**config.mk**
```make
export PLATFORM = sky130hd
export DESIGN_NAME = puf_dual_eval
export DESIGN_NICKNAME = d
export VERILOG_FILES = /design/src/rtl/puf_eval_pkg.sv /design/src/rtl/puf_edge_counter.sv /design/src/rtl/puf_dual_eval.sv
export SDC_FILE = /design/constraint.sdc
export NUM_CORES = 1
export LEC_CHECK = 0
export CELL_PAD_IN_SITES_DETAIL_PLACEMENT = 0
export CELL_PAD_IN_SITES_GLOBAL_PLACEMENT = 1
export CORE_ASPECT_RATIO = 0.6
export CORE_MARGIN = 4
export CORE_UTILIZATION = 35
export DETAILED_ROUTE_END_ITERATION = 8
export DONT_BUFFER_PORTS = 1
export PLACE_DENSITY = 0.71
export SYNTH_ARGS = -nofsm -noshare
export SYNTH_HDL_FRONTEND = slang
export SYNTH_HIERARCHICAL = 1
export SYNTH_SLANG_ARGS = --single-unit
```
**constraint.sdc**
```tcl
create_clock -name clk -period 5.1 [get_ports clk]
set_input_delay 0.255 -clock clk [delete_from_list [all_inputs] [get_ports clk]]
set_output_delay 0.255 -clock clk [all_outputs]
set_load 0.02 [all_outputs]
```
**src/rtl/puf_eval_pkg.sv**
```systemverilog
// Shared types and helpers for the dual-mode (RO / arbiter) PUF measurement engine.
package puf_eval_pkg;

   typedef enum logic [2:0] {
      ST_IDLE,
      ST_LOAD,
      ST_SETTLE,
      ST_RUN,
      ST_SAMPLE,
      ST_NEXT,
      ST_DONE
   } state_t;

   localparam logic MODE_RO  = 1'b0;
   localparam logic MODE_ARB = 1'b1;

   // Widest challenge the rotation helper handles; callers cast down to N.
   localparam int ROT_MAX = 1024;

   function automatic int vote_thresh(input int rep);
      return rep / 2;
   endfunction

   // Rotate the low n bits of v left by k (k < n); bits at and above n come back zero.
   function automatic logic [ROT_MAX-1:0] rotl(input logic [ROT_MAX-1:0] v, input int n, input int k);
      logic [ROT_MAX-1:0] mask;
      mask = ({{(ROT_MAX-1){1'b0}}, 1'b1} << n) - 1'b1;
      return ((v << k) | (v >> (n - k))) & mask;
   endfunction

endpackage

```
**src/rtl/puf_edge_counter.sv**
```systemverilog
// Counts synchronised rising edges of an asynchronous chain tail; saturates instead of wrapping.
module puf_edge_counter
#(
   parameter int CW = 16
)
(
   input  logic          i_clk,
   input  logic          i_rst_n,
   input  logic          i_osc,
   input  logic          i_clr,
   input  logic          i_en,
   output logic [CW-1:0] o_cnt
);

   // [0],[1] are the synchroniser, [2] holds the previous synced value for edge detect
   logic [2:0]    r_sync;
   logic [CW-1:0] r_cnt;
   logic          w_rise;

   assign w_rise = r_sync[1] & ~r_sync[2];
   assign o_cnt  = r_cnt;

   always_ff @(posedge i_clk or negedge i_rst_n) begin
      if (!i_rst_n) begin
         r_sync <= '0;
         r_cnt  <= '0;
      end else begin
         r_sync <= {r_sync[1:0], i_osc};
         if (i_clr)
            r_cnt <= '0;
         else if (i_en && w_rise && (r_cnt != {CW{1'b1}}))
            r_cnt <= r_cnt + CW'(1);
      end
   end

endmodule

```
**src/rtl/puf_dual_eval.sv**
```systemverilog
// Measurement engine for the demux/mux delay-chain PUF: RO count compare or arbiter sample,
// majority-voted per response bit, returned over a valid/ready handshake.
module puf_dual_eval
   import puf_eval_pkg::*;
#(
   parameter int N      = 128,
   parameter int CW     = 16,
   parameter int WIN    = 1024,
   parameter int SETTLE = 8,
   parameter int REP    = 5,
   parameter int RB     = 8
)
(
   input  logic          clk,
   input  logic          reset,
   input  logic          start,
   input  logic          mode,
   input  logic [N-1:0]  challenge,
   output logic          ready,
   output logic [N-1:0]  sel,
   output logic          chain_en,
   input  logic          osc_a,
   input  logic          osc_b,
   input  logic          arb_in,
   output logic [RB-1:0] resp,
   output logic          resp_valid,
   input  logic          resp_ready,
   output logic          tie
);

   localparam int TW = $clog2(((WIN > SETTLE) ? WIN : SETTLE) + 1);
   localparam int RW = $clog2(REP + 1);
   localparam int KW = (RB > 1) ? $clog2(RB) : 1;

   state_t        r_state, w_state_nxt;
   logic [TW-1:0] r_tmr;
   logic [RW-1:0] r_rep, r_votes;
   logic [KW-1:0] r_k, w_rot_k;
   logic          r_mode, r_tie;
   logic [N-1:0]  r_chal, r_sel, w_rot;
   logic [RB-1:0] r_resp;
   logic [1:0]    r_arb_sync;
   logic [CW-1:0] w_cnt_a, w_cnt_b;
   logic          w_bit, w_last_rep, w_last_bit, w_maj;

   puf_edge_counter #(.CW(CW)) u_cnt_a (
      .i_clk(clk), .i_rst_n(reset), .i_osc(osc_a),
      .i_clr(r_state == ST_SETTLE), .i_en(r_state == ST_RUN), .o_cnt(w_cnt_a)
   );

   puf_edge_counter #(.CW(CW)) u_cnt_b (
      .i_clk(clk), .i_rst_n(reset), .i_osc(osc_b),
      .i_clr(r_state == ST_SETTLE), .i_en(r_state == ST_RUN), .o_cnt(w_cnt_b)
   );

   assign w_bit      = (r_mode == MODE_ARB) ? r_arb_sync[1] : (w_cnt_a > w_cnt_b);
   assign w_last_rep = (r_rep == RW'(REP - 1));
   assign w_last_bit = (r_k == KW'(RB - 1));
   assign w_maj      = (r_votes > RW'(vote_thresh(REP)));
   // NEXT loads the challenge for the following bit, LOAD the one for bit 0
   assign w_rot_k    = (r_state == ST_NEXT) ? (r_k + KW'(1)) : r_k;
   assign w_rot      = N'(rotl(ROT_MAX'(r_chal), N, int'(w_rot_k)));

   assign sel  = r_sel;
   assign resp = r_resp;
   assign tie  = r_tie;

   always_ff @(posedge clk or negedge reset) begin
      if (!reset)
         r_state <= ST_IDLE;
      else
         r_state <= w_state_nxt;
   end

   always_comb begin
      w_state_nxt = r_state;
      ready       = 1'b0;
      chain_en    = 1'b0;
      resp_valid  = 1'b0;
      case (r_state)
         ST_IDLE: begin
            ready = 1'b1;
            if (start) w_state_nxt = ST_LOAD;
         end
         ST_LOAD:   w_state_nxt = ST_SETTLE;
         ST_SETTLE: if (r_tmr == TW'(SETTLE - 1)) w_state_nxt = ST_RUN;
         ST_RUN: begin
            chain_en = 1'b1;
            if (r_tmr == TW'(WIN - 1)) w_state_nxt = ST_SAMPLE;
         end
         ST_SAMPLE: w_state_nxt = w_last_rep ? ST_NEXT : ST_SETTLE;
         ST_NEXT:   w_state_nxt = w_last_bit ? ST_DONE : ST_SETTLE;
         ST_DONE: begin
            resp_valid = 1'b1;
            if (resp_ready) w_state_nxt = ST_IDLE;
         end
         default:   w_state_nxt = ST_IDLE;
      endcase
   end

   always_ff @(posedge clk or negedge reset) begin
      if (!reset) begin
         r_tmr      <= '0;
         r_rep      <= '0;
         r_votes    <= '0;
         r_k        <= '0;
         r_mode     <= MODE_RO;
         r_tie      <= 1'b0;
         r_chal     <= '0;
         r_sel      <= '0;
         r_resp     <= '0;
         r_arb_sync <= '0;
      end else begin
         r_arb_sync <= {r_arb_sync[0], arb_in};
         if (w_state_nxt != r_state)
            r_tmr <= '0;
         else if ((r_state == ST_SETTLE) || (r_state == ST_RUN))
            r_tmr <= r_tmr + TW'(1);
         case (r_state)
            ST_IDLE: if (start) begin
               r_chal  <= challenge;
               r_mode  <= mode;
               r_resp  <= '0;
               r_tie   <= 1'b0;
               r_k     <= '0;
               r_votes <= '0;
               r_rep   <= '0;
            end
            ST_LOAD: r_sel <= w_rot;
            ST_SAMPLE: begin
               r_votes <= r_votes + RW'(w_bit);
               r_rep   <= r_rep + RW'(1);
               if ((r_mode == MODE_RO) && (w_cnt_a == w_cnt_b)) r_tie <= 1'b1;
            end
            ST_NEXT: begin
               for (int i = 0; i < RB; i++)
                  if (r_k == KW'(i)) r_resp[i] <= w_maj;
               r_votes <= '0;
               r_rep   <= '0;
               if (!w_last_bit) begin
                  r_k   <= r_k + KW'(1);
                  r_sel <= w_rot;
               end
            end
            default: ;
         endcase
      end
   end

endmodule

```
After elaboration in Yosys (flattened, before gate mapping):

Index checks and enable logic that the tools add are counted.

* flip-flop bits (word level): 329
* input bits: 136

* order comparisons: 2
* shifts and indexed selects: 2
* reductions and logical operators: 28
* eq/ne operators: 31
* bitwise gates (word level): 6
* muxes and demuxes: 38
* add/sub/neg operators: 7

Operator list (count)
* $pmux 128 s2: 1
* $mux 128: 1
* $or 128x128->128: 1
* $shl 128x3->128: 1
* $shr 128x32->128: 1
* $mux 16: 4
* $add 16x1->16 const B: 2
* $ne 16x16->1 const B: 2
* $reduce_and 3->1: 10
* $mux 3: 9
* $eq 3x3->1 const B: 8
* $mux 11: 2
* $pmux 3 s7: 1
* $pmux 3 s3: 2
* $eq 16x16->1: 1
* $gt 16x16->1: 1
* $pmux 8 s2: 1
* $mux 1: 14
* $ne 2x1->1 const B: 7
* $eq 3x2->1 const B: 4
* $reduce_bool 2->1: 6
* $add 11x1->11 const B: 1
* $eq 11x10->1 const B: 1
* $eq 11x3->1 const B: 1
* other kinds (17): 32

Longest topological paths before layout:

Gate-level depths: netlist of the first run.

* depth after elaboration: 7
* mapped depth: 19
* depth with buffers taken out: 13

Modules after synthesis:

Netlist of the first run, hierarchy kept.

By module, submodules not included
* puf_dual_eval: area each 19293.5 um2, instances 1, cells an instance 2186
* puf_edge_counter: area each 989.7 um2, instances 2, cells an instance 102

Worst setup path after synthesis of the first run:

No wires, ideal clock.

* path kind: register to register
* start point: reg r_k[1]
* end point: reg r_sel[66] (netlist: sel[66])
* setup slack: 955 ps
* cell stages (with the launch flop): 19
* setup time: 133 ps
* path buffers: 5
* data arrival time: 4012 ps
* path through: dfrtp_1 -> buf_2 -> clkinv_1 -> ha_1 -> nand4bb_1 -> a21boi_0 -> buf_2 -> inv_1 -> buf_1 -> ha_1 -> ha_1 -> clkbuf_1 -> buf_1 -> mux2i_1 -> mux2i_1 -> mux2i_1 -> o22ai_1 -> a2111oi_0 -> nor2_1

* cells in the longest elaborated chain, start to end: 7
* elaborated cells between the ends (all ways): 11

Ends and longest elaborated chain
* start: declaration: RTL line puf_dual_eval.sv:38 `logic [KW-1:0] r_k, w_rot_k;`
* start signal: assignment: RTL line puf_dual_eval.sv:141 `r_k <= r_k + KW'(1);`
* $add 3x1->3: RTL line puf_dual_eval.sv:61 `assign w_rot_k = (r_state == ST_NEXT) ? (r_k + KW'(1)) : r_k;`
* $mux 3: RTL line puf_dual_eval.sv:61
* $sub 8x3->9: RTL line puf_eval_pkg.sv:28 `return ((v << k) | (v >> (n - k))) & mask;`
* $shr 128x32->128: RTL line puf_eval_pkg.sv:28
* $or 128x128->128: RTL line puf_eval_pkg.sv:28
* $mux 128: RTL line puf_dual_eval.sv:140 `if (!w_last_bit) begin`
* $pmux 128 s2: RTL line puf_dual_eval.sv:119 `case (r_state)`
* end signal: assignment: RTL line puf_dual_eval.sv:129 `ST_LOAD: r_sel <= w_rot;`
* end signal: assignment: RTL line puf_dual_eval.sv:142 `r_sel <= w_rot;`
* end: declaration: RTL line puf_dual_eval.sv:40 `logic [N-1:0] r_chal, r_sel, w_rot;`

Parallel ways exist; a longest one is shown, timed or not. The select of a mux whose other input is x is not followed.
A chain may end at the register's enable or synchronous reset.

Worst setup path in the final report of the first run:

* start point: reg r_k[1]
* end point: reg r_sel[108] (netlist: sel[108])

The elaborated chain is that of the path after synthesis.

==> results.md, run 1 <==
* Final min period at 4590 ps
* Worst-path cell chain: clkinv_1 > ha_1 > nand4bb_1 > a21boi_4 > buf_12 > mux2i_1 > mux2i_1 > a21oi_1 > o21ai_0
* CTS clk-pin slew, worst paths at 60 ps
* Setup ws final at 507 ps
* Worst setup SP type: flip-flop
* Violated checks: hold timing
* Post-layout instance area at 0.0244 sq mm
* Die W at 326 um
* RSZ-0062 raised after global routing: false
* Dpl ws at 601 ps
* Post-synth ARST share at 1.00
* Antenna-violating nets left at 0
* CTS Buffer Depth at 3
* Syn Inst Count at 2390
* H-Tree Depth at 2
* Kind of critical path: flip-flop to flip-flop
* CTS resizes at 0
* Avg Cell Area, Syn at 8.90 sq um
* Crit-path max FO at 134
* Post-synth EDFFs at 0
* Die Y-Extent at 199 um
* CTS Buf Count at 37
* Peak VDD IR at 0.000248 V
* Post-layout net count at 2580
* Port bufs at 0
* PwrDens at 538 mW/mm^2
* Final GP Congestion at 0.889
* Diodes inserted at 0
* Status: complete, but fails checks
* Total GRT Usage at 0.239
* Drt wl/cell at 24.6 um
* # hold bufs at CTS at 133
* Slew Limit Fails at 0
* Synth Register Bits at 329
* Power Total at 13.1 mW
* Ys Warns at 6
* Synth Cell Area at 0.0213 sq mm
* Distinct cells, synth at 72
* Largest net degree at the start of global routing at 330
* Final period util at 0.901
* Layout fillers at 5923
* Placeable core region at 0.0597 sq mm
* Initial core utilization at 0.357
* Fraction of layout cells with a size suffix above 1 at 0.0943
* GR Overflow Total at 0
* Vias in the first global route at 18000
* Crit. End Element: flip-flop
* Layout area overhead at 14.6%
* Final Hold Vio Count at 329
* Headroom to the max-slew limit at 0.336
* Final Setup Violations at 0
* Via count at 19000
* Slew @ Worst Pin at 996 ps
* Net Count, Synth at 2558
* Die Area at 0.0649 sq mm
* DRC Markers at 0
* Tightest Hold Check Type: input pin to asynchronous set/reset pin
* Hpwl dp at 57.4 mm
* CTS root buf: clkbuf_16
* Static Leak at 9.80 nW
* Max frequency at 218 MHz
* Setup TNS at 0 ps
* Main flop type after synthesis: dfrtp_1
* IO Pins at 276
* Clock Latency Late Sink at 560 ps
* Clock skew at 26.8 ps
* Slowest cell delay on critical path at 680 ps
* Slowest CP cell: ha_1
* Sequential share of the synthesized area at 0.387
* Clock sinks at 329
* Data arrival, critical path at 4990 ps
* DR pass1 iterations at 9
* Fin util at 0.409
* Post-CTS Setup Inserts at 0
* Hold slack at -568 ps
* Cell area after placement at 0.0219 sq mm
* Vias per cell at 5.85
* CTS tree: built
* Max-cap violations at 0
* Worst EP required at 5490 ps
* Routed WL at 80.2 mm
* Initial antenna violation count at 1
* CP most frequent cell: mux2i_1
* FP Rows at 69
* First-pass GRT wire length at 119 mm
* Initial drt markers at 2242
-- final timing paths --
path	depth (start not counted)	slack (ps)	start	to
worst max-delay path	9	510	r_k[1]	sel[108]
worst min-delay path	0	-570	reset	r_chal[27]
worst max register to register	9	510	r_k[1]	sel[108]
worst min register to register	0	350	u_cnt_b/r_sync[0]	u_cnt_b/r_sync[1]
max in group asynchronous	0	4870	reset	sel[106]
min in group clk	4	240	start	r_state[0]
-- cells by family (layout without fill, tap and decap cells) --
kind of cell	Yosys count	count (layout)	share of synthesized area
AOI/OAI and AO/OA	461	461	0.140
xor gates and xnor gates	10	10	0.00412
adders and majority gates	32	32	0.0188
buffers and inverters	250	300	0.0489
DFF	329	329	0.387
muxes	445	445	0.226
and+or+nand+nor	863	863	0.176
-- flip-flops by register name, indices dropped and copies added (netlist names), 2 cells and up --
register        flops
r_arb_sync          2
r_chal            128
r_k                 3
r_rep               3
r_state             3
r_tmr              11
r_votes             3
resp                8
sel               128
u_cnt_a/o_cnt      16
u_cnt_a/r_sync      3
u_cnt_b/o_cnt      16
u_cnt_b/r_sync      3
-- cell usage after synthesis (5+ instances only) --
master	n	area (sq um)
nor3_1	36	180
o32a_1	7	70.1
xor2_1	6	52.6
nand2b_1	6	37.5
o22ai_1	142	888
nor3b_1	5	37.5
a222oi_1	23	230
buf_1	16	60.1
a31oi_1	72	450
nand3b_1	6	45.0
nand3_1	25	125
a22o_1	6	52.6
nor2_1	158	593
clkbuf_1	113	424
nand2_1	516	1940
ha_1	32	400
nor2b_1	12	75.1
a21oi_1	77	385
o21ai_0	66	330
dfrtp_1	329	8230
inv_1	64	240
o31ai_1	6	45.0
buf_2	40	200
nor4_1	9	56.3
a21o_1	5	37.5
nand4_1	9	56.3
mux2_2	92	1040
buf_4	9	67.6
or3_1	49	307
o211ai_1	8	60.1
mux2i_1	334	3340
mux4_2	17	383
-- worst max-delay path: cells and delay by family, from the launching register on --
kind,cells,cell delay [ps]
buffers and inverters,2,980
AO/OA/AOI/OAI,3,750
adder cells (fa/ha/maj),1,680
AND/OR/NAND/NOR,1,270
multiplexers,2,1000
flip-flops,1,570
-- cells in the final DEF, fill, tap and decap left out, types with 23 or more instances in the layout --
cell type / count
nand2_1: 512
mux2i_1: 334
dfrtp_1: 329
nor2_1: 158
o22ai_1: 142
dlygate4sd3_1: 133
mux2_2: 92
a21oi_1: 77
a31oi_1: 72
o21ai_0: 66
inv_1: 64
or3_1: 49
clkbuf_16: 37
nor3_1: 35
ha_1: 29
buf_4: 27
nand3_1: 24
a222oi_1: 23
-- per-layer routing --
layer  up-vias  global-route usage  wire length (um)
met5         -                   0                19
met4         2              0.0552              1790
met3       116              0.0846              8530
met2       802               0.341             32600
met1      9458               0.346             37200
li1       8667                   -                 -
-- layout make-up --
cell class / instances / area (sq um) / share of cell area
timing repair buffer: 165 / 1620 / 0.0664
sequential: 329 / 8230 / 0.338
tap: 816 / 1020 / 0.0419
inverter: 68 / 258 / 0.0106
multi-input combinational: 1811 / 12100 / 0.496
clock inverter: 14 / 108 / 0.00441
clock buffer: 53 / 1060 / 0.0433
-- where the power goes --
group | leakage, nW | total [mW] | internal [mW] | switching, mW
Clock | 0.576 | 2.66 | 1.50 | 1.17
Combinational | 5.12 | 4.41 | 1.79 | 2.61
Sequential | 4.10 | 6.06 | 3.59 | 2.47
Total | 9.80 | 13.1 | 6.88 | 6.25
-- through the flow --
step | cells | hold slack, ps
floorplan | 2390 | -40.6
global placement | 3055 | -2.65
detailed placement | 3055 | -5.91
CTS | 3255 | -594
global route | 3256 | -585
finish | 3256 | -568
Note: power is estimated with default switching activity, not from simulation.
==> run 2, diff against run 1 <==
--- a/config.mk
+++ b/config.mk
@@ -12,7 +12,8 @@
 export CORE_UTILIZATION = 35
 export DETAILED_ROUTE_END_ITERATION = 8
 export DONT_BUFFER_PORTS = 1
-export PLACE_DENSITY = 0.71
+export HOLD_SLACK_MARGIN = 0.06
+export PLACE_DENSITY = 0.62
 export SYNTH_ARGS = -nofsm -noshare
 export SYNTH_HDL_FRONTEND = slang
 export SYNTH_HIERARCHICAL = 1
==> constraint.sdc (replaced) <==
create_clock -name clk -period 4 [get_ports clk]
set_input_delay 0.2 -clock clk [delete_from_list [all_inputs] [get_ports clk]]
set_output_delay 0.2 -clock clk [all_outputs]
set_load 0.02 [all_outputs]
==> results.md, run 2 (same netlist as run 1, synthesis figures left out) <==
* Antenna-violating nets left at 0 (unchanged)
* Routed WL at 82.5 mm (was 80.2 mm)
* Crit. End Element: flip-flop (unchanged)
* Logic pwr share at 0.342 (was 0.336)
* Drt wl/cell at 25.2 um (was 24.6 um)
* Static Leak at 10.0 nW (was 9.80 nW)
* Final period util at 0.960 (was 0.901)
* H-Tree Depth at 2 (unchanged)
* Most common cell after layout, fill and taps aside: nand2_1 (unchanged)
* Vias per cell at 5.80 (was 5.85)
* IO Pins at 276 (unchanged)
* Die W at 326 um (unchanged)
* RSZ-0062 raised after global routing: false (unchanged)
* Diodes inserted at 0 (unchanged)
* FF-to-FF path depth at 14 (was 9)
* Dpl ws at 251 ps (was 601 ps)
* Final GP Congestion at 0.918 (was 0.889)
* Internal power at 9.13 mW (was 6.88 mW)
* CTS Buffer Depth at 3 (unchanged)
* Via count at 19000 (about the same)
* Sw frac at 0.468 (was 0.476)
* Status: complete, but fails checks (unchanged)
* PwrDens at 694 mW/mm^2 (was 538 mW/mm^2)
* Hold slack at -633 ps (was -568 ps)
* Wire length on met3 at 8.58 mm (was 8.53 mm)
* Fraction of layout cells with a size suffix above 1 at 0.106 (was 0.0943)
* Worst setup SP type: flip-flop (unchanged)
* CTS clk-pin slew, worst paths at 60 ps (about the same)
* Initial drt markers at 2347 (was 2242)
* Kind of critical path: flip-flop to flip-flop (unchanged)
* Max frequency at 260 MHz (was 218 MHz)
* Worst EP required at 4470 ps (was 5490 ps)
* First-pass GRT wire length at 122 mm (was 119 mm)
* R2R setup slack at 160 ps (was 510 ps)
* Clock skew at 17.1 ps (was 26.8 ps)
* DRC Markers at 0 (unchanged)
* Die Y-Extent at 199 um (unchanged)
* Clock sinks at 329 (unchanged)
* Initial core utilization at 0.357 (unchanged)
* Layout area overhead at 16.3% (was 14.6%)
* Max-cap violations at 0 (unchanged)
* Commonest cells after routing, fill and taps aside: 512 x nand2_1, 334 x mux2i_1, 329 x dfrtp_1, 157 x nor2_1, 142 x o22ai_1 (was 512 x nand2_1, 334 x mux2i_1, 329 x dfrtp_1, 158 x nor2_1, 142 x o22ai_1)
* Initial antenna violation count at 2 (was 1)
* Hpwl dp at 59.7 mm (was 57.4 mm)
* Vias in the first global route at 18000 (about the same)
* Crit-path max FO at 25 (was 134)
* Final Setup Violations at 0 (unchanged)
* Crit Reg-Reg Startpoint: r_k[0] (was r_k[1])
* Placeable core region at 0.0597 sq mm (unchanged)
* Setup ws final at 159 ps (was 507 ps)
* Port bufs at 0 (unchanged)
* Data arrival, critical path at 4310 ps (was 4990 ps)
* Highest Signal Layer: met5 (unchanged)
* Final Hold Vio Count at 329 (unchanged)
* Total GRT Usage at 0.247 (was 0.239)
* CTS tree: built (unchanged)
* Clock Latency Late Sink at 580 ps (was 560 ps)
* Die Area at 0.0649 sq mm (unchanged)
* FP Rows at 69 (unchanged)
* Setup TNS at 0 ps (unchanged)
* NetSw at 8.04 mW (was 6.25 mW)
* GR Overflow Total at 0 (unchanged)
* Largest net degree at the start of global routing at 330 (unchanged)
* Slew @ Worst Pin at 1360 ps (was 996 ps)
* Sequential share of power at 0.441 (was 0.461)
* Final min period at 3840 ps (was 4590 ps)
* CTS Buf Count at 37 (unchanged)
* DR pass1 iterations at 9 (unchanged)
* Clock network fraction of total power at 0.217 (was 0.203)
* Post-CTS Setup Inserts at 0 (unchanged)
* Tightest Hold Check Type: input pin to asynchronous set/reset pin (unchanged)
* Fin util at 0.415 (was 0.409)
* Reg-to-reg critical path endpoint: sel[70] (was sel[108])
* Post-layout net count at 2606 (was 2580)
* Peak VDD IR at 0.000257 V (was 0.000248 V)
* Metal-1 WL at 40.1 mm (was 37.2 mm)
* Slew Limit Fails at 0 (unchanged)
* Headroom to the max-slew limit at 0.0934 (was 0.336)
* CTS root buf: clkbuf_16 (unchanged)
* # hold bufs at CTS at 133 (unchanged)
* Violated checks: hold timing (unchanged)
* Routed wire length on met2 at 32.3 mm (was 32.6 mm)
[run 2: power by group through the flow]
stage | clock network, mW | registers (mW) | logic [mW]
final | 3.73 | 7.57 | 5.87
after floorplan | 0 | 6.29 | 4.25
after global routing | 3.94 | 7.73 | 6.55
after CTS | 3.82 | 7.54 | 5.81
after global placement | 0 | 7.57 | 5.60
after detailed placement | 0 | 7.60 | 5.67
[run 2: what timing repair did]
action / in CTS / in global routing
hold endpoints to repair: 463 / 329
setup endpoints to repair: 0 / 0
gates resized for setup: 0 / 0
[run 2: stage by stage]
| step | power, mW | instance area (sq um) | std cells | hold WS [ps] |
|---|---|---|---|---|
| finish | 17.2 | 24700 | 3281 | -633 |
| global route | 18.2 | 24700 | 3281 | -665 |
| CTS | 17.2 | 24700 | 3281 | -677 |
| detailed placement | 13.3 | 22100 | 3082 | -62.2 |
| global placement | 13.2 | 22100 | 3082 | -64.0 |
| floorplan | 10.5 | 21300 | 2390 | -95.6 |
[run 2: worst max path at each step]
stage	from	to	slack [ps]	depth (start not counted)
6_report	r_k[0]	sel[70]	160	14
5_1_grt	r_k[0]	sel[47]	20	14
4_1_cts	r_k[0]	sel[70]	230	14
3_5_place_dp	r_k[0]	sel[70]	250	14
3_3_place_gp	r_k[0]	sel[49]	440	14
2_1_floorplan	r_k[1]	sel[74]	8	16
[run 2: metal layers]
metal	vias to the layer above	global-route usage
li1	8734	-
met5	-	0
met1	9394	0.378
met4	2	0.0494
met2	786	0.334
met3	98	0.0820
[run 2: worst max-delay path: stages, from the launching register on]
cell       delay, ps
dfrtp_1          410
inv_1            120
ha_1             310
nand4bb_1        170
a21boi_4         230
inv_1            100
ha_2             210
ha_4             490
mux4_2           390
nand2_1           90
o21a_1           150
o22ai_1           80
a2111oi_0        700
buf_4            230
nor2_1            40
[run 2: layout make-up]
type,instances,area [sq um]
sequential,329,8230
tap,816,1020
multi-input combinational,1811,12100
timing repair buffer,191,1850
inverter,68,258
fill,5963,34900
clock buffer,45,1010
clock inverter,21,277
